## src/rtl/seq_det_ctrl.sv

```systemverilog
// Sequencer for a serial sequence detector: resets it, shifts a pattern in MSB-first and
// collects the detector's response into a per-bit match mask and a saturating match count.
module seq_det_ctrl #(
  parameter int unsigned W       = 8,
  parameter int unsigned LW      = 4,
  parameter int unsigned CW      = 4,
  parameter int unsigned DET_LAT = 1
) (
  input  logic          clk,
  input  logic          reset,
  input  logic          start,
  input  logic          abort,
  input  logic [W-1:0]  pat_word,
  input  logic [LW-1:0] pat_len,
  input  logic          det_out,
  output logic          det_in,
  output logic          det_rst,
  output logic          busy,
  output logic          done,
  output logic [CW-1:0] match_cnt,
  output logic [W-1:0]  match_mask
);

  localparam int unsigned   IW        = (W > 1) ? $clog2(W) : 1;
  localparam logic [LW-1:0] LenMax    = LW'(W);
  localparam logic [2:0]    DrainLast = 3'(DET_LAT - 1);

  typedef enum logic [2:0] {StIdle, StClear, StShift, StDrain, StDone} state_e;

  state_e        r_state;
  logic [W-1:0]  r_shift;
  logic [LW-1:0] r_len;
  logic [LW-1:0] r_bitcnt;
  logic [2:0]    r_drain;
  logic          r_det_in;
  logic          r_det_rst;
  logic          r_busy;
  logic          r_done;
  logic [CW-1:0] r_cnt;
  logic [W-1:0]  r_mask;
  // Stage 0 tracks the bit currently on det_in; stage DET_LAT is the one sampled this edge.
  logic [DET_LAT:0] r_vld;
  logic [IW-1:0]    r_idx [DET_LAT+1];

  logic [LW-1:0] w_len;
  logic          w_run;
  logic          w_sample;

  assign w_len    = (pat_len > LenMax) ? LenMax : pat_len;
  assign w_run    = (r_state == StClear) || (r_state == StShift) || (r_state == StDrain);
  assign w_sample = r_vld[DET_LAT] && ((r_state == StShift) || (r_state == StDrain));

  always_ff @(posedge clk) begin
    if (reset) begin
      r_state   <= StIdle;
      r_shift   <= '0;
      r_len     <= '0;
      r_bitcnt  <= '0;
      r_drain   <= '0;
      r_det_in  <= 1'b0;
      r_det_rst <= 1'b0;
      r_busy    <= 1'b0;
      r_done    <= 1'b0;
      r_cnt     <= '0;
      r_mask    <= '0;
      r_vld     <= '0;
      for (int i = 0; i <= DET_LAT; i++) r_idx[i] <= '0;
    end else begin
      r_vld  <= {r_vld[DET_LAT-1:0], 1'b0};
      r_done <= 1'b0;
      for (int i = 1; i <= DET_LAT; i++) r_idx[i] <= r_idx[i-1];

      if (w_sample && det_out) begin
        r_mask[r_idx[DET_LAT]] <= 1'b1;
        if (r_cnt != '1) r_cnt <= r_cnt + CW'(1);
      end

      if (abort && w_run) begin
        // Results keep their partial values; the detector is reset for one cycle.
        r_state   <= StIdle;
        r_det_rst <= 1'b1;
        r_det_in  <= 1'b0;
        r_busy    <= 1'b0;
        r_vld     <= '0;
      end else begin
        unique case (r_state)
          StIdle: begin
            r_det_rst <= 1'b0;
            r_det_in  <= 1'b0;
            if (start) begin
              r_shift  <= pat_word;
              r_len    <= w_len;
              r_bitcnt <= '0;
              r_cnt    <= '0;
              r_mask   <= '0;
              r_busy   <= 1'b1;
              if (w_len == '0) begin
                r_state <= StDone;
                r_done  <= 1'b1;
              end else begin
                r_state   <= StClear;
                r_det_rst <= 1'b1;
              end
            end
          end
          StClear: begin
            r_det_rst <= 1'b0;
            r_det_in  <= r_shift[W-1];
            r_shift   <= r_shift << 1;
            r_bitcnt  <= LW'(1);
            r_vld[0]  <= 1'b1;
            r_idx[0]  <= '0;
            r_state   <= StShift;
          end
          StShift: begin
            if (r_bitcnt == r_len) begin
              r_det_in <= 1'b0;
              r_drain  <= '0;
              r_state  <= StDrain;
            end else begin
              r_det_in <= r_shift[W-1];
              r_shift  <= r_shift << 1;
              r_bitcnt <= r_bitcnt + LW'(1);
              r_vld[0] <= 1'b1;
              r_idx[0] <= r_bitcnt[IW-1:0];
            end
          end
          StDrain: begin
            r_det_in <= 1'b0;
            if (r_drain == DrainLast) begin
              r_state <= StDone;
              r_done  <= 1'b1;
            end else begin
              r_drain <= r_drain + 3'd1;
            end
          end
          StDone: begin
            r_state <= StIdle;
            r_busy  <= 1'b0;
          end
          default: r_state <= StIdle;
        endcase
      end
    end
  end

  assign det_in     = r_det_in;
  assign det_rst    = r_det_rst;
  assign busy       = r_busy;
  assign done       = r_done;
  assign match_cnt  = r_cnt;
  assign match_mask = r_mask;

endmodule

```

## config.mk

```make
export PLATFORM = sky130hd
export DESIGN_NAME = seq_det_ctrl
export DESIGN_NICKNAME = d
export VERILOG_FILES = /design/src/rtl/seq_det_ctrl.sv
export SDC_FILE = /design/constraint.sdc
export NUM_CORES = 1
export LEC_CHECK = 0
export ABC_AREA = 1
export ABC_CLOCK_PERIOD_IN_PS = 1750
export BUFFER_PORTS_ARGS = -buffer_cell sky130_fd_sc_hd__buf_2
export CORE_UTILIZATION = 45
export DETAILED_ROUTE_END_ITERATION = 8
export GPL_TIMING_DRIVEN = 1
export PLACE_DENSITY = 0.66
export RECOVER_POWER = 50
export SLEW_MARGIN = 20
export SYNTH_ARGS = -nofsm -noshare
export SYNTH_HDL_FRONTEND = slang
export SYNTH_SLANG_ARGS = --single-unit
```

## constraint.sdc

```tcl
create_clock -name clk -period 1.75 [get_ports clk]
set_input_delay 0.2625 -clock clk [delete_from_list [all_inputs] [get_ports clk]]
set_output_delay 0.2625 -clock clk [all_outputs]
set_load 0.05 [all_outputs]
```

== Word-level counts from Yosys, hierarchy flattened ==
Memory sizes are Yosys's and may differ from the RTL's.
Cells that the tools add are included.
W data, S select, Z words.

* Add/sub/neg operators: 3
* Magnitude comparators: 3
* Equal/unequal tests: 11
* Muxes and demuxes: 54
* Bitwise operators: 5
* Reductions and logical operators: 22

{| class="wikitable"
|+ Operators with widths
! operator !! count
|-
| $mux W8 || 6
|-
| $mux W4 || 8
|-
| $mux W3 || 9
|-
| $pmux W8 S3 || 1
|-
| $mux W1 || 21
|-
| $pmux W3 S4 || 1
|-
| $pmux W4 S3 || 1
|-
| $reduce_bool A3 Y1 || 3
|-
| $add A4 B1 Y4 const B || 2
|-
| $or A8 B8 Y8 || 1
|-
| $pmux W1 S2 || 4
|-
| $reduce_and A4 Y1 || 2
|-
| $eq A3 B2 Y1 const B || 2
|-
| $logic_not A3 Y1 || 2
|-
| $ne A2 B2 Y1 const B || 3
|-
| $pmux W3 S2 || 1
|-
| $reduce_and A3 Y1 || 2
|-
| $eq A4 B4 Y1 || 1
|-
| $gt A4 B4 Y1 const B || 1
|-
| $logic_and A1 B1 Y1 || 4
|-
| $logic_not A4 Y1 || 1
|-
| $lt A3 B4 Y1 const B || 1
|-
| $ne A2 B1 Y1 const B || 2
|-
| $ne A4 B4 Y1 const B || 1
|-
| other kinds (12) || 18
|}

* Bits in registers: 40
* Memory bits (writable): 6
* Bits of input ports: 17
* Memories: 1

{| class="wikitable"
|+ Memories
! name !! depth !! bits a word !! rd ports !! clocked after memory_dff !! wr ports !! RTL line !! RTL
|-
| r_idx || 2 || 3 || 2 || 0 || 2 || 43 || <nowiki>logic [IW-1:0] r_idx [DET_LAT+1];</nowiki>
|}

== Logic depth before layout (Yosys ltp) ==
Gate-level depths: netlist (run 1).

* Word-level depth: 9
* Depth in mapped cells: 11

== Least setup slack after synthesis (run 1) ==
No wires, ideal clock.

* Kind: register -> register
* Start: reg r_cnt[0] (netlist: match_cnt[0])
* End: reg r_cnt[0] (netlist: match_cnt[0])
* Library setup time: 0.117 ns
* Data arrival time: 1.340 ns
* Required time: 1.633 ns
* Setup slack: 0.293 ns
* Cell stages (with the launch flop): 6
* Path buffers: 0
* Cell sequence: dfxtp_1 -> ha_1 -> nand3_1 -> nand2_1 -> xor2_1 -> nor2_1

* Word-level cells in the longest chain between the ends: 6
* Elaborated cells on any way between the ends: 7
* Those cells by class: 1 x add/sub; 1 x eq/ne; 5 x mux

{| class="wikitable"
|+ Ends and longest elaborated chain
! item !! RTL line !! RTL
|-
| start, declared || 39 || <nowiki>logic [CW-1:0] r_cnt;</nowiki>
|-
| start signal, assigned || 75 || <nowiki>if (r_cnt != '1) r_cnt <= r_cnt + CW'(1);</nowiki>
|-
| $add A4 B1 Y4 / $ne A4 B4 Y1 (equally long branches) || 75 ||
|-
| $mux W4 || 75 ||
|-
| $mux W4 (*) || 73 || <nowiki>if (w_sample && det_out) begin</nowiki>
|-
| $mux W4 || 90 || <nowiki>if (start) begin</nowiki>
|-
| $mux W4 || 86 || <nowiki>unique case (r_state)</nowiki>
|-
| $mux W4 (*) || 78 || <nowiki>if (abort && w_run) begin</nowiki>
|}

Mark *: on every way between the ends. The rest lies on a longest branch, timed or not.
A chain may end at the register's enable or synchronous reset.

==> reports/results.ini, run 1 <==
[synthesis]
synth_warnings = 0
synth_cell_type_count = 31
synth_edf_count = 6
synth.most_common_cell = nand2_1
yosysTopAreaCell = dfxtp_1
netlist_area_mm2 = 0.00213
synthArstFlopShare = 0
seq_area_frac_synth = 0.461
synth-seq-cells = 46
synth_flop_cell = dfxtp_1
syn_inst = 284
ys_top_cells_by_count = nand2_1 (58), nor2_1 (55), dfxtp_1 (40)
syn_area_per_cell_um2 = 7.49
synth_top_area_frac = 0.376
netlist_top_cells_area = dfxtp_1 (38%), nand2_1 (10%), nor2_1 (9.7%), edfxtp_1 (8.5%), inv_1 (4.6%)

[global_routing]
top_usage_layer = met2
gr-usage-met3 = 0.0342
grt_use_total = 0.188
grt_pass1_vias = 1650
grt-ovfl-total = 0
gr-usage-met1 = 0.229
grt_max_degree = 15
grt_pass1_wl_um = 7250
grtUsageMet2 = 0.318
grt_antenna_before_repair = 0

[route]
drc = 10
antenna_left = 0
via_per_inst = 4.90
routedWlPerCell_um = 11.4
routed_wl_um = 4320
drt_first_pass_iters = 6
drt_iter0_markers = 101
vias = 1852

[timing]
slew_violations = 0
final_hold_viol_count = 0
rsz0062_at_grt = false
max_freq_mhz = 637
slew-limit-headroom = 0.601
fin_crit_sh = 0.896
fin_skew_ns = 0.00424
setup_viol = 0
min_period_ns = 1.57
fin_setup_tns_ns = 0
worst_pin_slew_ns = 0.602

[worst_hold_path]
worstHoldPathCells = 3
min_to = r_len[2]
hold_class = in -> reg
hp-start = pat_len[2]

[cts]
htreeDepth = 2
cts.clk_slew.worst_paths_ns = 0.09
cts_tree = yes
cts_setup_buffers = 0
cts_buffer_depth = 2
cts_root_buf = clkbuf_8
clk_latency_ns = 0.30
cts.sinks = 46
numCtsBuffers = 5

[placement]
placed_cell_area_mm2 = 0.00236
dp_hpwl_um = 3160
place_congestion = 0.880
io_buffer_count = 32
placed_cells = 370

[worst_setup_path]
required_ns = 1.73
crit_arrival_ns = 1.55
regToRegStartpoint = r_state[2]
cp-end-kind = flop
crit_type = reg -> reg
r2r-end = r_idx[0][2]
cp-start-kind = flop
worst_r2r_path_depth = 7
path_max_fanout = 7
rrSetupSlack_ns = 0.18

[layout]
nets = 346
final_cells = 378
layout-drive-gt1-share = 0.178
n_antenna_cell = 0
area_growth_pct = 16.7
design_area_mm2 = 0.00248

[power_and_ir_drop]
power_switching_w = 0.00140
pwr-share-seq = 0.376
power.density_mw_per_mm2 = 1480
ir_worst_vdd_uv = 811
clock_power_share = 0.263
switching_share = 0.381
p_total_w = 0.00368
intPower_w = 0.00228
comb_power_share = 0.361
leakage_nw = 1.10

[flow_run]
drv_cap = 0

[floorplan]
initial_core_util = 0.479
die-area_mm2 = 0.00501
rows = 24
ios = 33
core-area_mm2 = 0.00444
die_x_um = 70.8
die-height_um = 70.8

[outcome]
status = finished with violations
violations = design-rule violations

==> cell type report <==
cell class	count	area, µm²
Clock buffer	6	82.6
Clock inverter	2	60.1
Fill cell	421	1960
Inverter	35	131
Multi-Input combinational cell	201	990
Sequential cell	46	985
Tap cell	52	65.1
Timing Repair Buffer	36	170
==> metal layers <==
metal  up-vias  part of all wire
li1        985                 -
met1       812              0.47
met2        47              0.47
met3         8             0.041
met4         0             0.019
met5         -                 0
==> logic make-up (layout without fill, tap and decap cells) <==
| logic type | Yosys count | count (layout) | synth area share |
|---|---|---|---|
| AND/OR/NAND/NOR | 150 | 150 | 0.316 |
| flip-flops | 46 | 46 | 0.461 |
| AO/OA/AOI/OAI | 40 | 40 | 0.106 |
| buffers and inverters | 39 | 79 | 0.0752 |
| adder cells (fa/ha/maj) | 4 | 4 | 0.0235 |
| XOR/XNOR | 4 | 4 | 0.0165 |
| other | 1 | 3 | 0.00176 |
==> power groups by stage <==
stage / Clock (W) / Sequential [W] / Combinational [W]
6_report: 0.000967 / 0.00138 / 0.00133
5_1_grt: 0.00102 / 0.00141 / 0.00152
4_1_cts: 0.000985 / 0.00138 / 0.00136
3_5_place_dp: 0 / 0.00140 / 0.00134
3_3_place_gp: 0 / 0.00140 / 0.00134
2_1_floorplan: 0 / 0.00147 / 0.00103
==> stage by stage <==
| step | hold slack (ns) | utilization | setup WS [ns] |
|---|---|---|---|
| 2_1_floorplan | 0.341 | - | 0.293 |
| 3_3_place_gp | 0.406 | 0.532 | 0.180 |
| 3_5_place_dp | 0.410 | 0.532 | 0.171 |
| 4_1_cts | 0.199 | 0.564 | 0.153 |
| 5_1_grt | 0.222 | 0.559 | 0.0349 |
| 6_report | 0.202 | 0.559 | 0.181 |
==> cells in the final DEF (no fill, tap or decap), types with 2 or more instances in the layout <==
cell type / count
o21ai_1: 8
a21oi_2: 3
nand3_1: 13
buf_2: 16
buf_4: 4
inv_2: 8
nor3_1: 3
nand4_1: 5
nand3_2: 3
o21ai_0: 5
nand2_1: 58
a211oi_1: 2
conb_1: 3
nor2_2: 2
nand2_2: 7
clkbuf_1: 16
bufinv_16: 2
a21oi_1: 18
xor2_1: 2
dfxtp_2: 3
edfxtp_1: 6
nand2_4: 3
clkbuf_8: 6
ha_1: 4
dfxtp_1: 37
nor2_1: 55
xnor2_1: 2
inv_1: 27
==> registers in the layout, summed over array words and instances (netlist names), 2 cells and up <==
| name | cells |
|---|---|
| r_state | 3 |
| r_shift | 8 |
| r_vld | 2 |
| r_bitcnt | 4 |
| match_mask | 8 |
| r_len | 4 |
| r_idx | 6 |
| match_cnt | 4 |
| r_drain | 3 |
==> what timing repair did <==
item / in CTS / in global routing
resized for setup: 0 / 3
endpoints found under the setup margin: 0 / 3
hold buffers: 0 / 0
endpoints found under the hold margin: 0 / 0
==> worst max-delay path, stage by stage, from the launching register on <==
cell and delay, ns:
dfxtp_1 0.37, nor2_4 0.17, nand2_2 0.12, inv_2 0.11, nand2_4 0.08, nor2_1 0.12
nand2_1 0.11, o211ai_1 0.18
==> how the worst max path moves through the flow <==
stage | startpoint | endpoint | slack, ns | depth (start not counted)
floorplan | match_cnt[0] | match_cnt[0] | 0.29 | 5
global placement | r_bitcnt[2] | r_idx[0][0] | 0.18 | 9
detailed placement | r_bitcnt[2] | r_idx[0][2] | 0.17 | 9
CTS | r_bitcnt[2] | r_idx[0][2] | 0.15 | 9
global route | r_state[1] | r_shift[0] | 0.03 | 11
finish | r_state[2] | r_idx[0][2] | 0.18 | 7
Power figures use the tool's default switching activity.
==> run 2: changes to the inputs <==
--- a/config.mk
+++ b/config.mk
@@ -11,6 +11,7 @@
 export CORE_UTILIZATION = 45
 export DETAILED_ROUTE_END_ITERATION = 8
 export GPL_TIMING_DRIVEN = 1
+export MAX_ROUTING_LAYER = met4
 export PLACE_DENSITY = 0.66
 export RECOVER_POWER = 50
 export SLEW_MARGIN = 20
==> run 2 against run 1 <==
The flow still finishes with violations (design-rule violations). Non-clock buffer count stayed put. Core utilization is the same. Sequential power about the same. Via count fell by 0.22%. Routed wire length grew 0.12%. Critical path type unchanged. Highest routed layer unchanged.
==> reports/results.ini, run 2 (synthesized netlist as in run 1, its figures left out) <==
[placement]
io_buffer_count = 32  ; unchanged
dp_hpwl_um = 3160  ; unchanged
placed_cells = 370  ; unchanged
post-place-ws_ns = 0.171  ; unchanged
place_congestion = 0.894  ; +1.7%

[floorplan]
die-area_mm2 = 0.00501  ; unchanged
ios = 33  ; unchanged
rows = 24  ; unchanged
core-area_mm2 = 0.00444  ; unchanged
die-height_um = 70.8  ; unchanged
initial_core_util = 0.479  ; unchanged
die_x_um = 70.8  ; unchanged

[route]
drt_iter0_markers = 101  ; unchanged
antenna_left = 0  ; unchanged
drc = 10  ; unchanged
vias = 1848  ; -0.22%
via_per_inst = 4.89  ; -0.22%
drt_first_pass_iters = 6  ; unchanged
routed_wl_um = 4330  ; +0.12%
routedWlPerCell_um = 11.5  ; +0.12%

[outcome]
status = finished with violations
violations = design-rule violations

[worst_setup_path]
required_ns = 1.73  ; about the same
crit_arrival_ns = 1.55  ; about the same
cp-endpoint = r_idx[0][2]
regToRegStartpoint = r_state[2]
cp-start-kind = flop
worstSetupStartpoint = r_state[2]
rrSetupSlack_ns = 0.18  ; about the same
cp-end-kind = flop
worst_r2r_path_depth = 7  ; unchanged
crit_type = reg -> reg
path_max_fanout = 7  ; unchanged
r2r-end = r_idx[0][2]

[layout]
nets = 346  ; unchanged
fillers = 421  ; unchanged
layout-drive-gt1-share = 0.178  ; unchanged
final_cell_mix = nand2_1 (58), nor2_1 (55), dfxtp_1 (37)
n_antenna_cell = 0  ; unchanged
final_common_cell = nand2_1
area_growth_pct = 16.7  ; unchanged
final_cells = 378  ; unchanged
fin_util = 0.559  ; unchanged

[timing]
setup_viol = 0  ; unchanged
max_freq_mhz = 638  ; +0.13%
min_period_ns = 1.57  ; -0.00205 ns
fin_setup_tns_ns = 0  ; unchanged
fin_skew_ns = 0.00427  ; +0.0000338 ns
worst_pin_slew_ns = 0.604  ; +0.00170 ns
setup_ws_ns = 0.183  ; +0.00205 ns
slew_violations = 0  ; unchanged
rsz0062_at_grt = false
slew-limit-headroom = 0.599  ; -0.00113
fin_crit_sh = 0.895  ; -0.00117
final_hold_viol_count = 0  ; unchanged

[cts]
clk_latency_ns = 0.30  ; about the same
cts_tree = yes
cts.sinks = 46  ; unchanged
htreeDepth = 2  ; unchanged
numCtsBuffers = 5  ; unchanged
hold_buffers = 0  ; unchanged
cts_buffer_depth = 2  ; unchanged
cts_root_buf = clkbuf_8
cts.clk_slew.worst_paths_ns = 0.08  ; about the same

[power_and_ir_drop]
ir_worst_vdd_uv = 811  ; about the same
p_total_w = 0.00368  ; about the same
leakage_nw = 1.10  ; unchanged
power.density_mw_per_mm2 = 1480  ; about the same

[worst_hold_path]
worstHoldPathCells = 3  ; unchanged
hold_class = in -> reg

[global_routing]
grt-ovfl-total = 0  ; unchanged
grt_pass1_vias = 1648  ; -0.12%
grt_antenna_before_repair = 0  ; unchanged
grt_use_total = 0.193  ; +0.00580
grt_max_degree = 15  ; unchanged
grt_pass1_wl_um = 7250  ; about the same

[flow_run]
drv_cap = 0  ; unchanged

## run 2: cell counts in the layout (fill, tap and decap cells not counted)
No cell type changed its count.
## run 2: what timing repair did
action,in CTS,in global routing
endpoints found under the setup margin,0,3
resized for setup,0,3
buffers inserted,0,0
## run 2: stage by stage
stage | area, µm² | hold slack, ns
global route | 2480 | 0.222
floorplan | 2140 | 0.341
detailed placement | 2360 | 0.410
CTS | 2500 | 0.199
finish | 2480 | 0.202
global placement | 2360 | 0.406
## run 2: cell type report
class / instances / area [µm²] / share of cell area
multi-input cells: 201 / 990 / 0.398
flip-flops and latches: 46 / 985 / 0.396
repair buffers: 36 / 170 / 0.0685
inverters: 35 / 131 / 0.0529
clock buffers: 6 / 82.6 / 0.0332
well taps: 52 / 65.1 / 0.0262
clock inverters: 2 / 60.1 / 0.0242
## run 2: how the worst min path moves through the flow
stage,startpoint,end,slack [ns]
global route,pat_len[2],r_len[2],0.22
finish,pat_len[2],r_len[2],0.20
floorplan,reset,r_len[3],0.34
detailed placement,r_vld[0],r_vld[1],0.41
CTS,pat_len[2],r_len[2],0.20
global placement,r_vld[0],r_vld[1],0.41
## run 2: per-layer routing
layer	up-vias	GRT usage	share of wire	routed length, µm
met5	-	-	0	0
met4	0	0.0933	0.013	55
met3	4	0.0342	0.040	171
met2	43	0.318	0.48	2070
met1	816	0.229	0.47	2030
li1	985	-	-	-
## run 2: power by group
part           leakage [nW]  internal, W  total [W]  switching (W)
registers             0.389      0.00127    0.00138       0.000113
logic                 0.634     0.000398    0.00133       0.000929
clock network        0.0714     0.000609   0.000966       0.000358
total                  1.10      0.00228    0.00368        0.00140
## run 2: worst max-delay path, stage by stage, from the launching register on
cell and delay [ns]:
dfxtp_1 0.37, nor2_4 0.17, nand2_2 0.12, inv_2 0.11, nand2_4 0.08, nor2_1 0.12, nand2_1 0.11, o211ai_1 0.17
==> run 3: changes to the inputs <==
--- a/config.mk
+++ b/config.mk
@@ -8,11 +8,10 @@
 export ABC_AREA = 1
 export ABC_CLOCK_PERIOD_IN_PS = 1750
 export BUFFER_PORTS_ARGS = -buffer_cell sky130_fd_sc_hd__buf_2
-export CORE_UTILIZATION = 45
+export CORE_UTILIZATION = 50
 export DETAILED_ROUTE_END_ITERATION = 8
 export GPL_TIMING_DRIVEN = 1
-export MAX_ROUTING_LAYER = met4
-export PLACE_DENSITY = 0.66
+export PLACE_DENSITY = 0.72
 export RECOVER_POWER = 50
 export SLEW_MARGIN = 20
 export SYNTH_ARGS = -nofsm -noshare
==> run 3 against run 2 <==
Global-route usage increased by 2.0 points. Clock-buffer cell count decreased by 1. Clock skew increased by 0.0096 ns. Core utilization increased by 4.1 points. The run now ends clean. Critical endpoint is now r_idx[0][1]. Clock power decreased by 30%. Cell count decreased by 0.53%. Power decreased by 7.7%. Setup slack got worse by 0.042 ns. Critical path type unchanged. Routed wire length decreased by 1.5%. Design area decreased by 2.0%.
==> reports/results.ini, run 3 (synthesized netlist as in run 1, its figures left out) <==
[outcome]
status = complete, no violations

[placement]
placed_cell_area_mm2 = 0.00236  ; -0.11%
place_congestion = 0.883  ; -1.2%
dp_hpwl_um = 3140  ; -0.80%
placed_cells = 368  ; -0.54%
io_buffer_count = 32  ; unchanged

[layout]
final_common_cell = nand2_1
nets = 346  ; unchanged
final_cells = 376  ; -0.53%
design_area_mm2 = 0.00243  ; -2.0%
layout.area.seq_um2 = 981  ; -0.38%
fillers = 393  ; -6.7%
multi_input_area_um2 = 995  ; +0.51%
n_antenna_cell = 0  ; unchanged
area_growth_pct = 14.3
fin_util = 0.600  ; +0.0409
layout-drive-gt1-share = 0.172  ; -0.00613
final_cell_mix = nand2_1 (58), nor2_1 (55), dfxtp_1 (40)

[timing]
final_hold_viol_count = 0  ; unchanged
worst_pin_slew_ns = 0.606  ; +0.00249 ns
rsz0062_at_grt = false
slew-limit-headroom = 0.598  ; -0.00165
max_freq_mhz = 622  ; -2.6%
setup_viol = 0  ; unchanged
fin_skew_ns = 0.0138  ; +0.00956 ns
fin_setup_tns_ns = 0  ; unchanged
min_period_ns = 1.61  ; +0.0420 ns
fin_crit_sh = 0.919  ; +0.0240
slew_violations = 0  ; unchanged

[worst_setup_path]
regToRegStartpoint = r_bitcnt[2]
crit_arrival_ns = 1.66  ; +0.11 ns
worst_r2r_path_depth = 9  ; +2
crit_type = reg -> reg
required_ns = 1.80  ; +0.07 ns
rrSetupSlack_ns = 0.14  ; -0.04 ns
cp-start-kind = flop
path_max_fanout = 7  ; unchanged
cp-end-kind = flop
r2r-end = r_idx[0][1]

[worst_hold_path]
hp-start = pat_len[1]
hold_class = in -> reg
worstHoldPathCells = 3  ; unchanged
min_to = r_len[1]

[cts]
cts_buffer_depth = 2  ; unchanged
cts_resized = 0  ; unchanged
clk_latency_ns = 0.31  ; about the same
cts.clk_slew.worst_paths_ns = 0.10  ; +0.02 ns
cts_root_buf = clkbuf_8
htreeDepth = 2  ; unchanged
hold_buffers = 0  ; unchanged
cts.sinks = 46  ; unchanged
cts_setup_buffers = 0  ; unchanged
numCtsBuffers = 5  ; unchanged
cts_tree = yes

[power_and_ir_drop]
leakage_nw = 1.07  ; -2.4%
ir_worst_vdd_uv = 1010  ; +25%
power.density_mw_per_mm2 = 1390  ; -5.8%

[floorplan]
rows = 23  ; -4.2%
die-area_mm2 = 0.00452  ; -9.7%
die_x_um = 67.2  ; -5.0%
core-area_mm2 = 0.00406  ; -8.7%
die-height_um = 67.2  ; -5.0%
initial_core_util = 0.525  ; +0.0456
ios = 33  ; unchanged

[route]
routed_wl_um = 4260  ; -1.5%
routedWlPerCell_um = 11.3  ; -1.0%
via_per_inst = 4.94  ; +1.1%
drc = 0  ; -10
vias = 1859  ; +0.60%
antenna_left = 0  ; unchanged
drt_first_pass_iters = 4  ; -2
drt_iter0_markers = 87  ; -14%

[global_routing]
grt_max_degree = 17  ; +2
grt_antenna_before_repair = 0  ; unchanged
grt_use_total = 0.213  ; +0.0201
grt-ovfl-total = 0  ; unchanged
grt_pass1_vias = 1648  ; unchanged
grt_pass1_wl_um = 7160  ; -1.2%

[flow_run]
drv_cap = 0  ; unchanged

run 3: changes by cell type in the layout (fill, tap and decap cells not counted), sizes merged:
cell	before	now
clkinv	0	1
inv	35	36
clkinvlp	0	1
clkbuf	22	21
bufinv	2	0
run 3: cell type report:
cell class,count,area share
clock buffers,5,0.0283
inverters,35,0.0540
well taps,50,0.0257
clock inverters,3,0.0103
multi-input cells,201,0.409
flip-flops and latches,46,0.403
repair buffers,36,0.0699
run 3: worst max path at each step:
stage / start / endpoint / depth (start not counted) / slack, ns
6_report: r_bitcnt[2] / r_idx[0][1] / 9 / 0.14
5_1_grt: r_bitcnt[2] / r_idx[0][1] / 9 / 0.009
4_1_cts: r_bitcnt[2] / r_idx[0][2] / 9 / 0.14
3_5_place_dp: r_bitcnt[2] / r_idx[0][2] / 9 / 0.15
3_3_place_gp: r_bitcnt[2] / r_idx[0][1] / 9 / 0.20
2_1_floorplan: match_cnt[0] / match_cnt[0] / 5 / 0.29
run 3: layer usage:
| metal | vias to the layer above | part of all wire | GRT usage |
|---|---|---|---|
| li1 | 984 | - | - |
| met1 | 822 | 0.48 | 0.262 |
| met2 | 49 | 0.46 | 0.345 |
| met3 | 4 | 0.052 | 0.0524 |
| met4 | 0 | 0.0068 | 0.109 |
| met5 | - | 0 | 0 |
run 3: critical path, stage by stage (launching register included):
cell      delay [ns]
dfxtp_1         0.45
inv_2           0.07
nand2_1         0.06
nand2_1         0.06
nor2_2          0.16
nand2_1         0.11
nand2_4         0.11
nor2_1          0.07
nand2_1         0.11
o211ai_1        0.16
run 3: stage by stage:
stage / total power, W / setup WS, ns / hold slack [ns]
final: 0.00339 / 0.141 / 0.201
after floorplan: 0.00250 / 0.293 / 0.341
after CTS: 0.00344 / 0.137 / 0.191
after global routing: 0.00368 / 0.00851 / 0.212
after global placement: 0.00273 / 0.196 / 0.395
after detailed placement: 0.00275 / 0.150 / 0.404
run 3: where the power goes:
| part | switching [W] | total (W) | leakage [nW] | internal [W] |
|---|---|---|---|---|
| logic | 0.000934 | 0.00133 | 0.636 | 0.000400 |
| registers | 0.000116 | 0.00138 | 0.388 | 0.00127 |
| clock network | 0.000388 | 0.000677 | 0.0447 | 0.000288 |
